$ cat config.mk
export PLATFORM = sky130hd
export DESIGN_NAME = sccomp_dbg_ctrl
export DESIGN_NICKNAME = d
export VERILOG_FILES = /design/src/rtl/sccomp_dbg_pkg.sv /design/src/rtl/sccomp_dbg_dump.sv /design/src/rtl/sccomp_dbg_ctrl.sv
export SDC_FILE = /design/constraint.sdc
export NUM_CORES = 1
export LEC_CHECK = 0
export ABC_AREA = 1
export ABC_CLOCK_PERIOD_IN_PS = 3000
export BUFFER_PORTS_ARGS = -buffer_cell sky130_fd_sc_hd__buf_2
export CORE_ASPECT_RATIO = 0.9
export CORE_MARGIN = 1.5
export CORE_UTILIZATION = 30
export CTS_CLUSTER_DIAMETER = 100
export DETAILED_ROUTE_END_ITERATION = 12
export PLACE_DENSITY = 0.55
export SETUP_SLACK_MARGIN = 0.3
export SLEW_MARGIN = 40
export SYNTH_ARGS = -nofsm -noshare
export SYNTH_HDL_FRONTEND = slang
export SYNTH_HIERARCHICAL = 1
export SYNTH_SLANG_ARGS = --single-unit
export TNS_END_PERCENT = 10
$ cat constraint.sdc
create_clock -name clk -period 3 [get_ports clk]
set_clock_uncertainty 0.2 [all_clocks]
set_input_delay 0.3 -clock clk [delete_from_list [all_inputs] [get_ports clk]]
set_output_delay 0.3 -clock clk [all_outputs]
set_load 0.05 [all_outputs]
$ cat src/rtl/sccomp_dbg_pkg.sv
// sccomp_dbg_pkg: shared state, command and halt-cause encodings for the
// single-cycle CPU debug controller.
package sccomp_dbg_pkg;
   typedef enum logic [2:0] {S_IDLE, S_RUN, S_STEP, S_DUMP_RD, S_DUMP_OUT} state_e;
   typedef enum logic [1:0] {OP_RUN = 2'd0, OP_HALT = 2'd1, OP_STEP = 2'd2, OP_DUMP = 2'd3} op_e;
   typedef enum logic [1:0] {C_RESET = 2'd0, C_REQUEST = 2'd1, C_BREAKPOINT = 2'd2, C_WATCHDOG = 2'd3} cause_e;
endpackage

$ cat src/rtl/sccomp_dbg_dump.sv
// sccomp_dbg_dump: register-file walker; reads registers 0..31 one at a time
// and presents each on a valid/ready output port.
module sccomp_dbg_dump
   import sccomp_dbg_pkg::*;
(
   input  logic        clk,
   input  logic        rstn,
   input  logic        start_i,
   input  logic        dump_ready_i,
   input  logic [31:0] reg_data_i,
   output logic        busy_o,
   output logic        dump_valid_o,
   output logic [4:0]  reg_sel_o,
   output logic [4:0]  dump_idx_o,
   output logic [31:0] dump_data_o
);
   state_e      phase_q, phase_d;
   logic [4:0]  idx_q, idx_d;
   logic [31:0] data_q, data_d;
   always_ff @(posedge clk or negedge rstn) begin
      if (!rstn) begin
         phase_q <= S_IDLE;
         idx_q   <= '0;
         data_q  <= '0;
      end else begin
         phase_q <= phase_d;
         idx_q   <= idx_d;
         data_q  <= data_d;
      end
   end
   always_comb begin
      phase_d = phase_q;
      idx_d   = idx_q;
      data_d  = data_q;
      case (phase_q)
         S_DUMP_RD: begin
            data_d  = reg_data_i;
            phase_d = S_DUMP_OUT;
         end
         S_DUMP_OUT: if (dump_ready_i) begin
            idx_d   = idx_q + 5'd1;
            phase_d = (idx_q == 5'd31) ? S_IDLE : S_DUMP_RD;
         end
         default: if (start_i) begin
            idx_d   = '0;
            phase_d = S_DUMP_RD;
         end
      endcase
   end
   assign busy_o       = phase_q != S_IDLE;
   assign dump_valid_o = phase_q == S_DUMP_OUT;
   assign reg_sel_o    = idx_q;
   assign dump_idx_o   = idx_q;
   assign dump_data_o  = data_q;
endmodule

$ cat src/rtl/sccomp_dbg_ctrl.sv
// sccomp_dbg_ctrl: run/halt/step/dump debug controller for a single-cycle CPU.
// Define SCCOMP_DBG_WDOG_EN to enable the MAX_CYCLES watchdog halt.
module sccomp_dbg_ctrl
   import sccomp_dbg_pkg::*;
#(
   parameter int unsigned MAX_CYCLES = 1000
) (
   input  logic        clk,
   input  logic        rstn,
   input  logic        cmd_valid,
   output logic        cmd_ready,
   input  logic [1:0]  cmd_op,
   input  logic [31:0] cmd_arg,
   input  logic [31:0] pc,
   output logic        cpu_en,
   output logic [4:0]  reg_sel,
   input  logic [31:0] reg_data,
   output logic        dump_valid,
   input  logic        dump_ready,
   output logic [4:0]  dump_idx,
   output logic [31:0] dump_data,
   output logic        halted,
   output logic [1:0]  halt_cause,
   output logic [31:0] cycle_cnt
);
`ifdef SCCOMP_DBG_WDOG_EN
   localparam bit WD_EN = 1'b1;
`else
   localparam bit WD_EN = 1'b0;
`endif
   state_e      mode_q, mode_d;
   cause_e      cause_q, cause_d;
   logic [31:0] bp_q, bp_d, cnt_q, cnt_d, cyc_q, cyc_d;
   logic        first_q, first_d;
   logic        busy, acc, exec, bp_hit, req_hit, wd_hit, stop;
   // The walker owns DUMP_RD/DUMP_OUT; mode_q stays IDLE while it is busy.
   sccomp_dbg_dump u_dump (
      .clk          (clk),
      .rstn         (rstn),
      .start_i      (acc && !exec && cmd_op == OP_DUMP),
      .dump_ready_i (dump_ready),
      .reg_data_i   (reg_data),
      .busy_o       (busy),
      .dump_valid_o (dump_valid),
      .reg_sel_o    (reg_sel),
      .dump_idx_o   (dump_idx),
      .dump_data_o  (dump_data)
   );
   assign cmd_ready  = !busy;
   assign acc        = cmd_valid && cmd_ready;
   assign exec       = mode_q != S_IDLE;
   assign bp_hit     = mode_q == S_RUN && !first_q && pc == bp_q;
   assign req_hit    = exec && acc && cmd_op == OP_HALT;
   assign wd_hit     = WD_EN && exec && cyc_q >= 32'(MAX_CYCLES);
   assign stop       = bp_hit || req_hit || wd_hit;
   assign cpu_en     = exec && !stop;
   assign halted     = !exec && !busy;
   assign halt_cause = cause_q;
   assign cycle_cnt  = cyc_q;
   always_ff @(posedge clk or negedge rstn) begin
      if (!rstn) begin
         mode_q  <= S_IDLE;
         cause_q <= C_RESET;
         bp_q    <= '0;
         cnt_q   <= '0;
         cyc_q   <= '0;
         first_q <= 1'b0;
      end else begin
         mode_q  <= mode_d;
         cause_q <= cause_d;
         bp_q    <= bp_d;
         cnt_q   <= cnt_d;
         cyc_q   <= cyc_d;
         first_q <= first_d;
      end
   end
   always_comb begin
      mode_d  = mode_q;
      cause_d = cause_q;
      bp_d    = bp_q;
      cnt_d   = cnt_q;
      cyc_d   = cyc_q;
      first_d = first_q;
      if (!exec) begin
         if (acc && cmd_op == OP_RUN) begin
            mode_d  = S_RUN;
            bp_d    = cmd_arg;
            cyc_d   = '0;
            first_d = 1'b1;
         end else if (acc && cmd_op == OP_STEP && cmd_arg != '0) begin
            mode_d = S_STEP;
            cnt_d  = cmd_arg;
            cyc_d  = '0;
         end
      end else if (stop) begin
         mode_d  = S_IDLE;
         cause_d = bp_hit ? C_BREAKPOINT : req_hit ? C_REQUEST : C_WATCHDOG;
      end else begin
         cyc_d   = cyc_q + {31'd0, ~&cyc_q};
         first_d = 1'b0;
         cnt_d   = (mode_q == S_STEP) ? cnt_q - 32'd1 : cnt_q;
         // Last step retires this cycle; leave before a further instruction runs.
         if (mode_q == S_STEP && cnt_q == 32'd1) begin
            mode_d  = S_IDLE;
            cause_d = C_REQUEST;
         end
      end
   end
endmodule

# After elaboration in Yosys (flattened, before gate mapping)
# Cells that the tools add are included.
dict set report op_classes {
  eq_ne 15
  add_sub_neg 3
  n_reduce_logical 38
  mux 28
  bitwise_logic 2
}
# op n
set op_table {}
lappend op_table {{32-bit 2-to-1 mux} 9}
lappend op_table {{32-bit by 1-bit adder with 32-bit output} 1}
lappend op_table {{32-bit by 1-bit equality test with 1-bit output, second input constant} 1}
lappend op_table {{32-bit equality test} 1}
lappend op_table {{32-bit AND reduction} 1}
lappend op_table {{32-bit nonzero test} 1}
lappend op_table {{32-bit by 1-bit subtractor with 32-bit output, second input constant} 1}
lappend op_table {{3-bit 2-to-1 mux} 7}
lappend op_table {{1-bit logical AND} 13}
lappend op_table {{2-bit AND reduction} 6}
lappend op_table {{3-bit nonzero test} 4}
lappend op_table {{2-bit 2-to-1 mux} 5}
lappend op_table {{5-bit 2-to-1 mux} 2}
lappend op_table {{5-bit case mux with 2 select lines} 1}
lappend op_table {{2-bit nonzero test} 4}
lappend op_table {{3-bit by 2-bit equality test with 1-bit output, second input constant} 2}
lappend op_table {{3-bit case mux with 2 select lines} 1}
lappend op_table {{5-bit by 1-bit adder with 5-bit output, second input constant} 1}
lappend op_table {{5-bit equality test, second input constant} 1}
lappend op_table {{1-bit zero test} 5}
lappend op_table {{2-bit equality test, second input constant} 2}
lappend op_table {{2-bit by 1-bit inequality test with 1-bit output, second input constant} 2}
lappend op_table {{2-bit inequality test, second input constant} 2}
lappend op_table {{4-bit AND reduction} 1}
lappend op_table {{9 further kinds} 12}
dict set report word_totals {
  regBits 142
  out_inout_bits 80
}

# Logic depth before layout (Yosys ltp)
# Gate-level depths: netlist of the first run.
dict set report depth {
  word_depth 8
  mapped_depth 15
  depth_no_buf 15
}

# By module
# Netlist of the first run, hierarchy kept.
# module cells_per_inst instances seq_area_each_um2 area_each_um2
set by_module_without_submodules {}
lappend by_module_without_submodules {sccomp_dbg_ctrl 924 1 2527.4 6481.2}
lappend by_module_without_submodules {sccomp_dbg_dump 195 1 975.9 1720.4}

# Worst setup path after synthesis of the first run
# Ideal clock, no wire load.
dict set report synth_timing {
  path_type {register -> register}
  from {register cyc_q[13], in the netlist cycle_cnt[13]}
  to {register cyc_q[31], in the netlist cycle_cnt[31]}
  required_time_ps 2724
  arrival_time_ps 2395
  path_buffers 0
  synth_period_minus_slack_ps 2672
  path_slack_ps 328
  stages_incl_launch_ff 15
  cell_sequence {dfrtp_1 -> nand2_1 -> inv_1 -> nand2_1 -> nor4_1 -> nand4_1 -> ha_1 -> nand2_1 -> nor2_1 -> nand2_1 -> nor2_1 -> nand2_1 -> xor2_1 -> or2_2 -> o21ai_1}
}
dict set report synth_between {
  elab_chain_len 5
}
# element line_no
set synth_rtl {}
lappend synth_rtl {{start: declaration} sccomp_dbg_ctrl.sv:33} ;# logic [31:0] bp_q, bp_d, cnt_q, cnt_d, cyc_q, cyc_d;
lappend synth_rtl {{start signal: assignment} sccomp_dbg_ctrl.sv:73} ;# cyc_q <= cyc_d;
lappend synth_rtl {{32-bit AND reduction} sccomp_dbg_ctrl.sv:99} ;# cyc_d = cyc_q + {31'd0, ~&cyc_q};
lappend synth_rtl {{1-bit zero test} sccomp_dbg_ctrl.sv:99}
lappend synth_rtl {{32-bit by 1-bit adder with 32-bit output (*)} sccomp_dbg_ctrl.sv:99}
lappend synth_rtl {{32-bit 2-to-1 mux (*)} sccomp_dbg_ctrl.sv:95} ;# end else if (stop) begin
lappend synth_rtl {{32-bit 2-to-1 mux (*)} sccomp_dbg_ctrl.sv:84} ;# if (!exec) begin
# Every way passes the cells marked *; elsewhere a longest branch is shown, timed or not. The select of a mux whose other input is x is not followed.
# A chain may end at the register's enable or synchronous reset.

# Worst setup path after layout of the first run
dict set report layout_timing {
  from {register bp_q[12]}
  to {output cpu_en}
}
dict set report layout_between {
  elab_chain_len 5
}
# element line_no
set layout_rtl {}
lappend layout_rtl {{start: declaration} sccomp_dbg_ctrl.sv:33}
lappend layout_rtl {{start signal: assignment} sccomp_dbg_ctrl.sv:71} ;# bp_q <= bp_d;
lappend layout_rtl {{32-bit equality test} sccomp_dbg_ctrl.sv:52} ;# assign bp_hit = mode_q == S_RUN && !first_q && pc == bp_q;
lappend layout_rtl {{1-bit logical AND} sccomp_dbg_ctrl.sv:52}
lappend layout_rtl {{1-bit logical OR} sccomp_dbg_ctrl.sv:55} ;# assign stop = bp_hit || req_hit || wd_hit;
lappend layout_rtl {{1-bit zero test} sccomp_dbg_ctrl.sv:56} ;# assign cpu_en = exec && !stop;
lappend layout_rtl {{1-bit logical AND} sccomp_dbg_ctrl.sv:56}
lappend layout_rtl {{end: declaration} sccomp_dbg_ctrl.sv:15} ;# output logic cpu_en,
# Every way passes these cells.

==> results of run 1 <==
==> metal layers <==
| metal | vias to the layer above | wire [microns] | global-route usage |
|---|---|---|---|
| li1 | 4023 | - | - |
| met1 | 3624 | 12710 | 0.2669 |
| met2 | 226 | 10870 | 0.2793 |
| met3 | 33 | 1655 | 0.04119 |
| met4 | 2 | 458 | 0.05386 |
| met5 | - | 16 | 0 |
==> critical path, stage by stage (launching register included) <==
cell,delay [ns]
sky130_fd_sc_hd__dfrtp_1,0.41
sky130_fd_sc_hd__xnor2_1,0.16
sky130_fd_sc_hd__nand2_1,0.07
sky130_fd_sc_hd__nor2_1,0.17
sky130_fd_sc_hd__nand2_1,0.09
sky130_fd_sc_hd__nor2_1,0.20
sky130_fd_sc_hd__nand3_2,0.15
sky130_fd_sc_hd__nand2_2,0.14
sky130_fd_sc_hd__nor2_1,0.11
sky130_fd_sc_hd__buf_2,0.27
==> per-stage QoR <==
stage                     power (mW)  cells
after detailed placement       7.648   1621
after global placement         7.593   1621
after CTS                      9.986   1701
after global routing           10.66   1702
final                          9.917   1702
after floorplan                6.517   1119
==> timing repair <==
action                     CTS  global route
setup buffers                0             1
hold endpoints to repair   110             0
hold buffers                48             0
gates resized for setup      0            18
setup endpoints to repair    0            40
==> final timing paths <==
kind / start / endpoint / slack, ns / cells after the start
setup / recovery: bp_q[12]$_DFFE_PN0P_ / cpu_en / 0.32 / 9
hold / removal: cmd_arg[11] / bp_q[11]$_DFFE_PN0P_ / 0.02 / 3
setup reg to reg: cycle_cnt[24]$_DFFE_PN0P_ / cycle_cnt[19]$_DFFE_PN0P_ / 0.39 / 11
hold reg to reg: u_dump/dump_data_o[17]$_DFFE_PN0P_ / u_dump/dump_data_o[17]$_DFFE_PN0P_ / 0.27 / 2
max in group asynchronous: rstn / cycle_cnt[15]$_DFFE_PN0P_ / 1.49 / 3
min in group asynchronous: rstn / bp_q[5]$_DFFE_PN0P_ / 0.25 / 2
==> power by group through the flow <==
stage | clock network [mW] | registers, mW | logic, mW
6_report | 2.24 | 3.13 | 4.54
5_1_grt | 2.39 | 3.22 | 5.05
4_1_cts | 2.31 | 3.12 | 4.56
3_5_place_dp | 0 | 3.14 | 4.50
3_3_place_gp | 0 | 3.14 | 4.46
2_1_floorplan | 0 | 3.89 | 2.63
==> Yosys cell counts, types with 5 or more instances <==
master                     number
sky130_fd_sc_hd__nor2_1       115
sky130_fd_sc_hd__buf_1          5
sky130_fd_sc_hd__xnor2_1       37
sky130_fd_sc_hd__dfrtp_1      140
sky130_fd_sc_hd__nand4_1       27
sky130_fd_sc_hd__o21ai_0      115
sky130_fd_sc_hd__buf_2         12
sky130_fd_sc_hd__nor4_1         5
sky130_fd_sc_hd__buf_4          8
sky130_fd_sc_hd__inv_1         87
sky130_fd_sc_hd__clkbuf_1      16
sky130_fd_sc_hd__o21ai_2        5
sky130_fd_sc_hd__nand2_1      344
sky130_fd_sc_hd__ha_1           6
sky130_fd_sc_hd__nand3_1       97
sky130_fd_sc_hd__nor3_1        12
sky130_fd_sc_hd__xor2_1        29
sky130_fd_sc_hd__or2_2         16
==> state kept, by name (all words and copies together) (netlist names) <==
name / cells
halt_cause: 2
mode_q: 2
first_q: 1
u_dump/dump_idx_o: 5
u_dump/dump_data_o: 32
bp_q: 32
cnt_q: 32
cycle_cnt: 32
u_dump/phase_q: 2
==> final cells by class <==
| class | instances | share of cell area |
|---|---|---|
| Multi-Input combinational cell | 843 | 0.3937 |
| Sequential cell | 140 | 0.3316 |
| Timing Repair Buffer | 241 | 0.1424 |
| Tap cell | 354 | 0.04182 |
| Clock buffer | 18 | 0.04052 |
| Inverter | 92 | 0.03273 |
| Clock inverter | 14 | 0.01725 |
==> cells by family after synthesis <==
family                     after synthesis
adders and majority gates                6
xor gates and xnor gates                66
buffers and inverters                  136
and+or+nand+nor                        641
DFF                                    140
AOI/OAI and AO/OA                      130
==> parameters.txt, run 1 <==
Parameter                              Value

Setup path
  Worst-path fanout max    4
  Arrival time of data at the critical path endpoint    2.18 ns
  Critical Path End Type    output pin
  Critical path start-end classification    flop to output pin
  CP required    2.50 ns
  Startpoint type of the worst setup path    flop

STA
  Hold violation count in the final report    0
  Final Slew Violations    0
  Transition time at the pin with the least slew margin    between 0.6 and 0.7 ns
  Share of the cycle needed by the critical path after routing    0.8933
  Timing-limited maximum frequency    about 370 MHz
  Final worst hold slack    0.01519 ns
  Slew margin rel.    0.5643
  Unrepaired setup endpoints after global routing    true
  Final setup vio count    0
  Final critical path time including I/O delays and setup    between 2 and 3 ns
  Post-layout worst setup margin    0.3201 ns
  Final total negative setup slack    0 ns

Final layout
  Area grow syn2layout    29.12%
  Area of the multi-input gates    roughly 4200 sq um
  Final design instance area without fill    10590 sq um
  Most used cells in the layout excluding fill and tap cells    sky130_fd_sc_hd__nand2_1, sky130_fd_sc_hd__buf_2, sky130_fd_sc_hd__dfrtp_1
  Diodes inserted    0
  Flip-flop and latch area    between 3000 and 4000 sq um
  Commonest non-fill, non-tap cell in the layout    sky130_fd_sc_hd__nand2_1
  Share of cells above drive strength 1    0.2099
  Layout Nets    between 1k and 1.5k
  Final core area utilization    0.3928
  Number of filler cells placed in the layout    ~2.8k

Synth
  Post-synthesis net count    about 1.2k
  Distinct cell type count after synthesis    38
  Cell type with the highest aggregate area in the netlist    sky130_fd_sc_hd__dfrtp_1
  Adder-cell share of the synthesized area    0.009153
  Simple-gate share of the synthesized area    0.3397
  Largest family of logic cells by synthesized area    simple AND/OR/NAND/NOR gates
  Number of warning messages in the yosys log    6
  Commonest register cell after synthesis    sky130_fd_sc_hd__dfrtp_1
  Post-Synthesis Mean Instance Area    ~7.3 sq um
  Dominant cells by area after synthesis    sky130_fd_sc_hd__dfrtp_1, sky130_fd_sc_hd__nand2_1, sky130_fd_sc_hd__o21ai_0, sky130_fd_sc_hd__nand3_1, sky130_fd_sc_hd__nor2_1
  Number of enable-type register cells in the synthesized netlist    0
  Post-synthesis mux area share    0
  Post-synthesis sequential element count    140
  Async SR Flop Fraction    1.000
  Proportion of synthesized chip area in sequential cells    0.4272
  Compound-gate portion of the synthesized area    0.08238
  Area share of the largest cell type after synthesis    0.4272
  Number of instances in the synthesized netlist    1119
  Xor/xnor cell area share of the yosys netlist    0.07048
  Post-Syn Area    about 8200 sq um

Global route
  Vias in the first global route    approximately 7.6k
  Gr ovfl total    0
  GRT Total Usage    0.1862
  Maximum number of pins on one net before global-route repair    67
  Initial antenna violation count    1
  Wire length of the first global-routing pass    just over 40 mm

Power and ir drop
  Worst ir drop on vdd    between 0.0004 and 0.0005 V
  Power spent charging and discharging nets    between 4 and 5 mW
  Sequential group share of total power    0.316
  Part of the total power dissipated in combinational logic    0.458
  Clk pwr share    0.226
  Switching part of the total    0.4763
  Cell-internal power    between 5 and 6 mW
  Leakage power    ~5.1 nW
  Power per unit of standard cell area    around 940 nW/um^2

Status
  Status    finished, final reports clean

Die
  I/O Pins    around 180
  Die Y-Extent    about 160 microns
  Core Area    ~27000 sq um
  Initial Util    0.3042
  Width of the die    177.3 microns
  Floorplan row count    57
  Die Area    28340 sq um

Min path
  Kind of path behind the tightest hold check    primary input to flop

Place
  Quantity of I/O buffers inserted on ports    roughly 180
  Post-Place Cell Area    approximately 9400 sq um
  Final HPWL DP    18.92 mm
  Final Wtd Congestion    around 0.93
  Post-Place Worst Slack    about 0.37 ns

CTS
  Clock Latency Late Sink    0.43 ns
  Post-CTS clock slew at the launch and capture registers of the worst setup and hold paths    0.06 ns
  TritonCTS buffer count    17
  CTS tree    yes
  Root buf cell    sky130_fd_sc_hd__clkbuf_16
  H-Tree Level Count    4
  Total number of clock tree sinks    between 100 and 150
  Worst-case clock buffer depth    2

Detailed routing
  Final antenna-violating net count    0
  DRC Markers    0
  Via density per instance    about 4.6
  Number of vias in the routed layout    roughly 7.9k
  Detailed Routing Iterations Pass 1    5
  Routed wire per std cell    about 15 microns
  Routed WL    ~26 mm
  Number of DRC markers after the initial detailed-route iteration    about 520

Job
  Count of maximum capacitance violations    0
Power figures use the tool's default switching activity.
==> run 2, diff against run 1 <==
--- a/config.mk
+++ b/config.mk
@@ -6,7 +6,7 @@
 export NUM_CORES = 1
 export LEC_CHECK = 0
 export ABC_AREA = 1
-export ABC_CLOCK_PERIOD_IN_PS = 3000
+export ABC_CLOCK_PERIOD_IN_PS = 3100
 export BUFFER_PORTS_ARGS = -buffer_cell sky130_fd_sc_hd__buf_2
 export CORE_ASPECT_RATIO = 0.9
 export CORE_MARGIN = 1.5
==> constraint.sdc (replaced) <==
create_clock -name clk -period 3.1 [get_ports clk]
set_clock_uncertainty 0.2 [all_clocks]
set_input_delay 0.31 -clock clk [delete_from_list [all_inputs] [get_ports clk]]
set_output_delay 0.31 -clock clk [all_outputs]
set_load 0.05 [all_outputs]
==> run 2 against run 1 <==
  * Final cell count fell by 0.29%
  * Routed wire length grew 0.73%
  * Clock-buffer cell count is the same
  * Hold slack got worse by 0.0052 ns
  * Utilization decreased by 0.45 points
  * Design area is 1.1% lower
  * Flip-flop and latch count unchanged
  * Register-to-register slack better by 0.12 ns
  * Via count increased by 0.96%
  * Non-clock buffer count shrank 6
  * Sequential power down 3%
  * Largest cell class unchanged
==> parameters.txt, run 2 (same netlist as run 1, synthesis figures left out) <==
Parameter                              Value

STA
  Post-layout worst setup margin    0.5083 ns (was 0.3201 ns)
  Final Slew Violations    0 (unchanged)
  Final total negative setup slack    0 ns (unchanged)
  Share of the cycle needed by the critical path after routing    0.8360
  Transition time at the pin with the least slew margin    0.5607 ns (was 0.6536 ns)
  Slew margin rel.    0.6262 (was 0.5643)
  Final critical path time including I/O delays and setup    2.592 ns
  Final setup vio count    0 (unchanged)
  Unrepaired setup endpoints after global routing    true (unchanged)
  Hold violation count in the final report    0 (unchanged)
  Timing-limited maximum frequency    around 390 MHz

CTS
  Clock Latency Late Sink    0.43 ns (about the same)
  TritonCTS buffer count    17 (unchanged)
  Worst-case clock buffer depth    2 (unchanged)
  Total number of clock tree sinks    140 (unchanged)
  Root buf cell    sky130_fd_sc_hd__clkbuf_16 (unchanged)
  CTS tree    yes (unchanged)
  Post-CTS clock slew at the launch and capture registers of the worst setup and hold paths    0.06 ns (about the same)
  H-Tree Level Count    4 (unchanged)
  Number of post-CTS setup repair buffers    0 (unchanged)

Die
  Core Area    26960 sq um (unchanged)
  I/O Pins    182 (unchanged)
  Die Area    28340 sq um (unchanged)
  Initial Util    0.3042 (unchanged)
  Width of the die    177.3 microns (unchanged)
  Floorplan row count    57 (unchanged)
  Die Y-Extent    159.9 microns (unchanged)

Status
  Status    finished, final reports clean (unchanged)

Power and ir drop
  Leakage power    5.005 nW (was 5.053 nW)
  Power per unit of standard cell area    900.5 nW/um^2 (was 936.4 nW/um^2)
  Worst ir drop on vdd    0.0004260 V (was 0.0004953 V)

Setup path
  Arrival time of data at the critical path endpoint    2.08 ns (was 2.18 ns)
  Slowest-stage cell, CP    sky130_fd_sc_hd__dfrtp_1 (unchanged)
  Worst-path fanout max    4 (unchanged)
  Critical Path End Type    output pin (unchanged)
  Critical path start-end classification    flop to output pin (unchanged)
  CP required    2.59 ns (was 2.50 ns)
  Count of buffer and inverter cells on the critical path    1 (unchanged)
  Slowest cell delay on critical path    0.40 ns (was 0.41 ns)
  Worst path top cell family by delay    simple AND/OR/NAND/NOR gates (unchanged)
  Startpoint type of the worst setup path    flop (unchanged)
  CP cell instances    xnor2_1 -> nand2_1 -> nor2_1 -> nand2_1 -> nor2_2 -> nand3_2 -> nand2_2 -> nor2_1 -> clkbuf_4 (was xnor2_1 -> nand2_1 -> nor2_1 -> nand2_1 -> nor2_1 -> nand3_2 -> nand2_2 -> nor2_1 -> buf_2)

Place
  Post-Place Cell Area    9453 sq um (was 9438 sq um)
  Quantity of I/O buffers inserted on ports    181 (unchanged)
  Final HPWL DP    19.26 mm (was 18.92 mm)
  Post-Place Worst Slack    0.4298 ns (was 0.3731 ns)
  Final Wtd Congestion    0.9150 (was 0.9284)
  Cell total after placement    1623 (was 1621)

Detailed routing
  Met2 wirelength from detailed routing    11.03 mm (was 10.87 mm)
  Highest metal layer used by the detailed router    met4 (was met5)
  Number of vias in the routed layout    7984 (was 7908)
  DRC Markers    0 (unchanged)
  Number of DRC markers after the initial detailed-route iteration    595 (was 515)
  Via density per instance    4.705 (was 4.646)
  Routed wire per std cell    15.26 microns (was 15.10 microns)
  Routed WL    25.90 mm (was 25.71 mm)
  Amount of wire on met3 after detailed routing    1.561 mm (was 1.655 mm)
  Wire length the detailed router placed on met1    12.95 mm (was 12.71 mm)
  Final antenna-violating net count    0 (unchanged)
  Detailed Routing Iterations Pass 1    5 (unchanged)

Global route
  Initial antenna violation count    1 (unchanged)
  Gr ovfl total    0 (unchanged)
  Vias in the first global route    7684 (was 7622)
  Maximum number of pins on one net before global-route repair    67 (unchanged)
  GRT Total Usage    0.1873 (was 0.1862)
  Wire length of the first global-routing pass    41.83 mm (was 41.33 mm)

Final layout
  Share of cells above drive strength 1    0.2086 (was 0.2099)
  Final cell count without fillers    1697 (was 1702)
  Commonest non-fill, non-tap cell in the layout    sky130_fd_sc_hd__nand2_1 (unchanged)
  Final core area utilization    0.3883 (was 0.3928)
  Most used cells in the layout excluding fill and tap cells    sky130_fd_sc_hd__nand2_1, sky130_fd_sc_hd__buf_2, sky130_fd_sc_hd__dfrtp_1 (unchanged)
  Final design instance area without fill    10470 sq um (was 10590 sq um)
  Area grow syn2layout    27.64% (was 29.12%)
  Layout Nets    1437 (was 1443)

Job
  Count of maximum capacitance violations    0 (unchanged)

Min path
  Kind of path behind the tightest hold check    primary input to flop (unchanged)
run 2: cell types whose count changed in the layout (fill, tap and decap cells not counted), sizes merged:
cell,delta
bufinv,-3
clkbuf,+1
clkinvlp,+1
diode,+1
dlygate4sd3,-7
inv,+2
run 2: routing by layer:
layer / up-vias / global-route usage
li1: 4011 / -
met1: 3734 / 0.2720
met2: 217 / 0.2834
met3: 22 / 0.03333
met4: 0 / 0.05309
met5: - / 0
run 2: layout make-up:
class,instances,area (sq um)
inverter,92,346.6
tap,354,442.9
multi-input combinational,843,4154
timing repair buffer,235,1448
sequential,140,3511
antenna,1,2.502
fill,2849,16490
clock inverter,14,125.1
clock buffer,18,439.2
run 2: per-stage QoR:
stage	hold WS, ns	total power, mW
floorplan	-0.1856	6.307
global placement	0.1229	7.361
detailed placement	0.1183	7.427
CTS	0.0003194	9.490
global route	0.02658	10.18
finish	0.01000	9.427
run 2: worst min-delay path: stages:
cell and delay, ns:
sky130_fd_sc_hd__buf_2 0.08, sky130_fd_sc_hd__inv_1 0.06, sky130_fd_sc_hd__o21ai_0 0.15
run 2: path summary, 6_finish.rpt:
kind	start	endpoint	slack (ns)	cells past startpoint
min in group asynchronous	rstn	bp_q[5]$_DFFE_PN0P_	0.21	2
worst max register to register	u_dump/phase_q[2]$_DFFE_PN0P_	cnt_q[13]$_DFFE_PN0P_	0.51	8
max in group asynchronous	rstn	cnt_q[18]$_DFFE_PN0P_	1.75	3
worst min register to register	u_dump/dump_data_o[20]$_DFFE_PN0P_	u_dump/dump_data_o[20]$_DFFE_PN0P_	0.27	2
worst min-delay path	cmd_arg[16]	bp_q[16]$_DFFE_PN0P_	0.01	3
worst max-delay path	bp_q[12]$_DFFE_PN0P_	cpu_en	0.51	9
run 2: power by group:
group,switching (mW),total (mW),internal [mW]
clock,0.915,1.99,1.08
combinational,3.13,4.40,1.28
sequential,0.566,3.03,2.47
run 2: timing repair:
action	CTS	global route
setup endpoints to repair	0	10
hold endpoints to repair	94	0
resized for setup	0	13
hold buffers	41	0
